<file path="src/rtl/epoch_key_lock_fsm.sv">
// Key-locked present-state register: a correct epoch key lets the external
// FSM advance, a wrong key diverts it to a decoy state and marks tampering.
module epoch_key_lock_fsm #(
   parameter int                           KEY_W       = 16,
   parameter int                           NUM_EPOCH   = 5,
   parameter int                           EPOCH_LEN   = 13,
   parameter int                           STATE_W     = 4,
   parameter int                           RESET_STATE = 1,
   parameter logic [NUM_EPOCH*KEY_W-1:0]   KEYS        = 80'h3B9E_F418_6D02_1E7B_A5C3,
   parameter logic [NUM_EPOCH*STATE_W-1:0] DECOYS      = 20'h26743,
   parameter int                           ERR_W       = 8,
   localparam int                          EPOCH_W     = $clog2(NUM_EPOCH)
) (
   input  logic               clk,
   input  logic               rst,
   input  logic               en,
   input  logic [KEY_W-1:0]   key,
   input  logic [STATE_W-1:0] nx_state,
   output logic [STATE_W-1:0] pr_state,
   output logic [EPOCH_W-1:0] epoch,
   output logic               key_ok,
   output logic [ERR_W-1:0]   err_cnt,
   output logic               tamper
);

   localparam int                 CYC_W      = (EPOCH_LEN > 1) ? $clog2(EPOCH_LEN) : 1;
   localparam logic [CYC_W-1:0]   CYC_LAST   = CYC_W'(EPOCH_LEN - 1);
   localparam logic [EPOCH_W-1:0] EPOCH_LAST = EPOCH_W'(NUM_EPOCH - 1);
   localparam logic [ERR_W-1:0]   ERR_MAX    = '1;

   logic [KEY_W-1:0]   key_tab   [NUM_EPOCH];
   logic [STATE_W-1:0] decoy_tab [NUM_EPOCH];

   logic [CYC_W-1:0]   cyc_q, cyc_d;
   logic [EPOCH_W-1:0] epoch_q, epoch_d;
   logic [STATE_W-1:0] pr_state_q, pr_state_d;
   logic [ERR_W-1:0]   err_cnt_q, err_cnt_d;
   logic               tamper_q, tamper_d;

   for (genvar e = 0; e < NUM_EPOCH; e++) begin : g_tab
      assign key_tab[e]   = KEYS[e*KEY_W +: KEY_W];
      assign decoy_tab[e] = DECOYS[e*STATE_W +: STATE_W];
   end

   // Key and decoy lookups use the registered epoch, so the boundary edge
   // is still judged against the epoch that is ending.
   assign key_ok = (key == key_tab[epoch_q]);

   always_comb begin
      cyc_d      = cyc_q;
      epoch_d    = epoch_q;
      pr_state_d = pr_state_q;
      err_cnt_d  = err_cnt_q;
      tamper_d   = tamper_q;
      if (en) begin
         if (cyc_q == CYC_LAST) begin
            cyc_d   = '0;
            epoch_d = (epoch_q == EPOCH_LAST) ? '0 : epoch_q + 1'b1;
         end else begin
            cyc_d = cyc_q + 1'b1;
         end
         if (key_ok) begin
            pr_state_d = nx_state;
         end else begin
            pr_state_d = decoy_tab[epoch_q];
            tamper_d   = 1'b1;
            if (err_cnt_q != ERR_MAX) begin
               err_cnt_d = err_cnt_q + 1'b1;
            end
         end
      end
   end

   always_ff @(negedge clk or posedge rst) begin
      if (rst) begin
         cyc_q      <= '0;
         epoch_q    <= '0;
         pr_state_q <= STATE_W'(RESET_STATE);
         err_cnt_q  <= '0;
         tamper_q   <= 1'b0;
      end else begin
         cyc_q      <= cyc_d;
         epoch_q    <= epoch_d;
         pr_state_q <= pr_state_d;
         err_cnt_q  <= err_cnt_d;
         tamper_q   <= tamper_d;
      end
   end

   assign pr_state = pr_state_q;
   assign epoch    = epoch_q;
   assign err_cnt  = err_cnt_q;
   assign tamper   = tamper_q;

endmodule
</file>
<file path="config.mk">
export PLATFORM = sky130hd
export DESIGN_NAME = epoch_key_lock_fsm
export DESIGN_NICKNAME = d
export VERILOG_FILES = /design/src/rtl/epoch_key_lock_fsm.sv
export SDC_FILE = /design/constraint.sdc
export NUM_CORES = 1
export LEC_CHECK = 0
export CAP_MARGIN = 20
export CORE_MARGIN = 1.5
export CORE_UTILIZATION = 45
export DETAILED_ROUTE_END_ITERATION = 12
export PLACE_DENSITY = 0.77
export SLEW_MARGIN = 10
export SYNTH_ARGS = -nofsm -noshare
export SYNTH_HDL_FRONTEND = slang
export SYNTH_SLANG_ARGS = --single-unit
</file>
<file path="constraint.sdc">
create_clock -name clk -period 3.1 [get_ports clk]
set_input_delay 0.62 -clock clk [delete_from_list [all_inputs] [get_ports clk]]
set_output_delay 0.62 -clock clk [all_outputs]
set_load 0.02 [all_outputs]
</file>
Word level (Yosys, flattened, before mapping). Memory sizes are Yosys's and may differ from the RTL's. Index checks and enable logic that the tools add are counted.

$add $sub $neg: 3. Magnitude comparators: 1. Eq/ne operators: 4. Muxes and demuxes: 7. Bitwise operators: 2. Reductions and logical operators: 3.

Operator list (number): two-way mux 16 bit (2); equality test 16 bit (1); two-way mux 4 bit (4); adder 8 x 1 -> 8 bit, second input constant (1); != test 8 bit, second input constant (1); adder 4 x 1 -> 4 bit, second input constant (1); equality test 4 bit, second input constant (1); >= comparator 4 bit, second input constant (1); inverter 3 -> 4 bit (1); AND reduction 2 bit (2); adder 3 x 1 -> 3 bit, second input constant (1); equality test 3 bit, second input constant (1); two-way mux 3 bit (1); AND reduction 3 bit (1); inverter 1 bit (1).

Register bits after elaboration: 20. ROM bits: 160. Input bits: 23. Output and inout port bits: 17. Memories kept: 2.

Memories: (no name shown) (words 8, bits a word 16, rd ports 1, clocked after memory_dff 0, write ports 0, RTL line 47) `assign key_ok = (key == key_tab[epoch_q]);`; (no name shown) (words 8, bits a word 4, rd ports 1, clocked after memory_dff 0, write ports 0, RTL line 65) `pr_state_d = decoy_tab[epoch_q];`.

Logic depth before layout (Yosys ltp). Gate-level depths: netlist of run 1.

Word-level depth: 7. Depth in mapped cells: 11. Depth with buffers taken out: 8.

==> results of run 1 <==
[flip-flops by register name (all words and copies together) (netlist names)]
| signal | flops |
|---|---|
| cyc_q | 4 |
| tamper | 1 |
| epoch | 3 |
| err_cnt | 8 |
| pr_state | 4 |
[path summary, 6_finish.rpt]
kind | from | endpoint | slack (ns) | depth (start not counted)
max | epoch[1]$_DFFE_NP0P_ | key_ok | -1.46 | 7
min | tamper$_DFFE_NP0P_ | tamper$_DFFE_NP0P_ | 0.46 | 1
max reg2reg | epoch[1]$_DFFE_NP0P_ | err_cnt[1]$_DFFE_NP0P_ | 0.46 | 11
min reg2reg | tamper$_DFFE_NP0P_ | tamper$_DFFE_NP0P_ | 0.46 | 1
max in group asynchronous | rst | err_cnt[7]$_DFFE_NP0P_ | 0.70 | 3
min in group asynchronous | rst | pr_state[1]$_DFFE_NP0P_ | 1.96 | 2
[metal layers]
layer | routed length [µm] | track usage [%]
met5 | 0 | 0
met4 | 119 | 11.4
met3 | 243 | 6.81
met2 | 2650 | 49.2
met1 | 1910 | 31.8
[stage by stage]
step	instances	setup TNS [ns]	setup slack, ns	power, mW	area, µm²
finish	273	-10.54	-1.46	1.92	2410
detailed placement	254	-23.54	-1.65	1.57	2200
global route	273	-10.91	-1.53	2.02	2410
global placement	254	-22.47	-1.58	1.51	2200
CTS	268	-10.29	-1.42	1.77	2340
floorplan	152	-11.03	-1.38	1.07	1540
[placed cells by master, fill, tap and decap left out, types with 6 or more instances in the layout]
master         instances
inv_1                  9
dfrtn_1               19
buf_6                  9
dlygate4sd2_1         13
xor2_1                10
o21ai_0                7
buf_4                 52
nand2_1               16
ha_1                   6
[timing repair]
| action | CTS | global route |
|---|---|---|
| gates cloned | 1 | 0 |
| gates resized for setup | 125 | 17 |
| pin swaps | 14 | 0 |
| setup endpoints to repair | 36 | 29 |
| hold buffers | 0 | 0 |
| buffers inserted | 9 | 7 |
[area by class of cell]
class	instances	area, µm²
Inverter	10	37.5
Fill cell	179	591
Clock buffer	3	22.5
Clock inverter	2	7.51
Timing Repair Buffer	90	801
Sequential cell	20	502
Tap cell	33	41.3
Multi-Input combinational cell	115	1000
[cell families (layout without fill, tap and decap cells)]
group / count (synthesis) / count (layout) / share of synthesized area (%)
xor gates and xnor gates: 12 / 12 / 7.50
and+or+nand+nor: 66 / 66 / 28.3
buffers and inverters: 17 / 105 / 5.80
AOI/OAI and AO/OA: 27 / 27 / 13.8
DFF: 20 / 20 / 35.8
muxes: 2 / 2 / 1.61
adders and majority gates: 8 / 8 / 7.14
[power by group]
group	internal, mW	switching (mW)	total, mW
logic	0.678	0.646	1.32
clock network	0.0488	0.0942	0.143
registers	0.377	0.0785	0.456
==> qor.txt, run 1 <==
I/O pin count - 40
DR iter-0 viols - 64
Critical path buffers and inverters - 2
most common cell in the netlist - dfrtn_1
Worst-Skew Late Latency - 0.36 ns
Net count, final - 272
Crit. End Element - output port
CTS buffer count - 3
HP Class - reg -> reg
Sinks on Clock Net - 20
Yosys reg bits - 20
IO Port Bufs - 39
Worst-Margin Slew - 0.364 ns
TritonRoute pass-1 iters - 6
largest net degree at the start of global routing - 12
DIE HEIGHT - 58.8 µm
CTS tree - done
DIE WIDTH - 58.8 µm
Distinct cells, synth - 48
worst setup margin - -1.46 ns
antenna violation net count after detailed routing - 0
critical path required time - 2.48 ns
clk_skew - 0.0570 ns
VDD IR max - 460 µV
final hold vios - 0
Core Area - 3000 µm²
crit path kind - reg -> out
final-report max-slew violation count - 0
Power Density - 797 nW/µm²
residual DRC count - 0
vias in the first global route - 1591
ant diodes - 0
Initial Util - 46.7%
violations in the final reports - setup timing
Detail Placement HPWL - 3130 µm
GRT Overall Usage - 27.8%
Max Root-Sink Buffers - 2
Area growth syn-to-layout - 72.1%
slowest CP cell - dfrtn_1
CP delay by family, top - compound AO/OA/AOI/OAI gates
Leakage - 1.11 nW
post-DR vias/cell - 5.78
share of cells above drive strength 1 - 44.2%
GP Congestion - 0.794
Mapped Nets - 183
largest cells by area after synthesis - dfrtn_1 (34%), ha_1 (7.1%), xor2_1 (6.3%)
first-pass GRT wire length - 7190 µm
Async SR Flop Fraction - 100%
critical path launch point type - flop
Detailed Route WL - 4920 µm
clk slew on worst S/H paths - 0.09 ns
std cell rows - 20
# H-tree levels - 1
CP max stage delay - 0.45 ns
Synth top area share - 33.9%
RSZ-0062 raised after global routing - yes
syn avg cell area - 9.22 µm²
sequential share of the synthesized area - 35.8%
Setup-failing EPs final - 18
total die area - 3460 µm²
Synth top cells by count - dfrtn_1 (19), nand2_1 (16), inv_1 (10), xor2_1 (10), o21ai_0 (9)
dominant synthesized flop cell - dfrtn_1
status - finished with violations
max-capacitance violation count - 0
post-synthesis cell count - 152
via count - 1579
Yosys warning total - 0
Root Buffer - clkbuf_4
GR Overflow Total - 0
Worst Path Arrival - 3.94 ns
CP Max Fanout - 3
Post-synth EDFFs - 0
Synth area leader - dfrtn_1
hold slack - 0.457 ns
Wirelength per Cell - 18.0 µm
initial antenna violation count - 0
Slew headroom - 75.4%
Synth Cell Area - 1400 µm²
crit-path cells - inv_2 -> ha_4 -> or3b_4 -> o311a_1 -> a2bb2oi_2 -> a2111oi_4 -> buf_4
fin util - 80.3%
Note: power is estimated with default switching activity, not from simulation.
==> run 2: changes to the inputs <==
CAP_MARGIN = 10   (was 20)
==> results of run 2 <==
The final DEF is identical to that of run 1; final timing and power are the same.
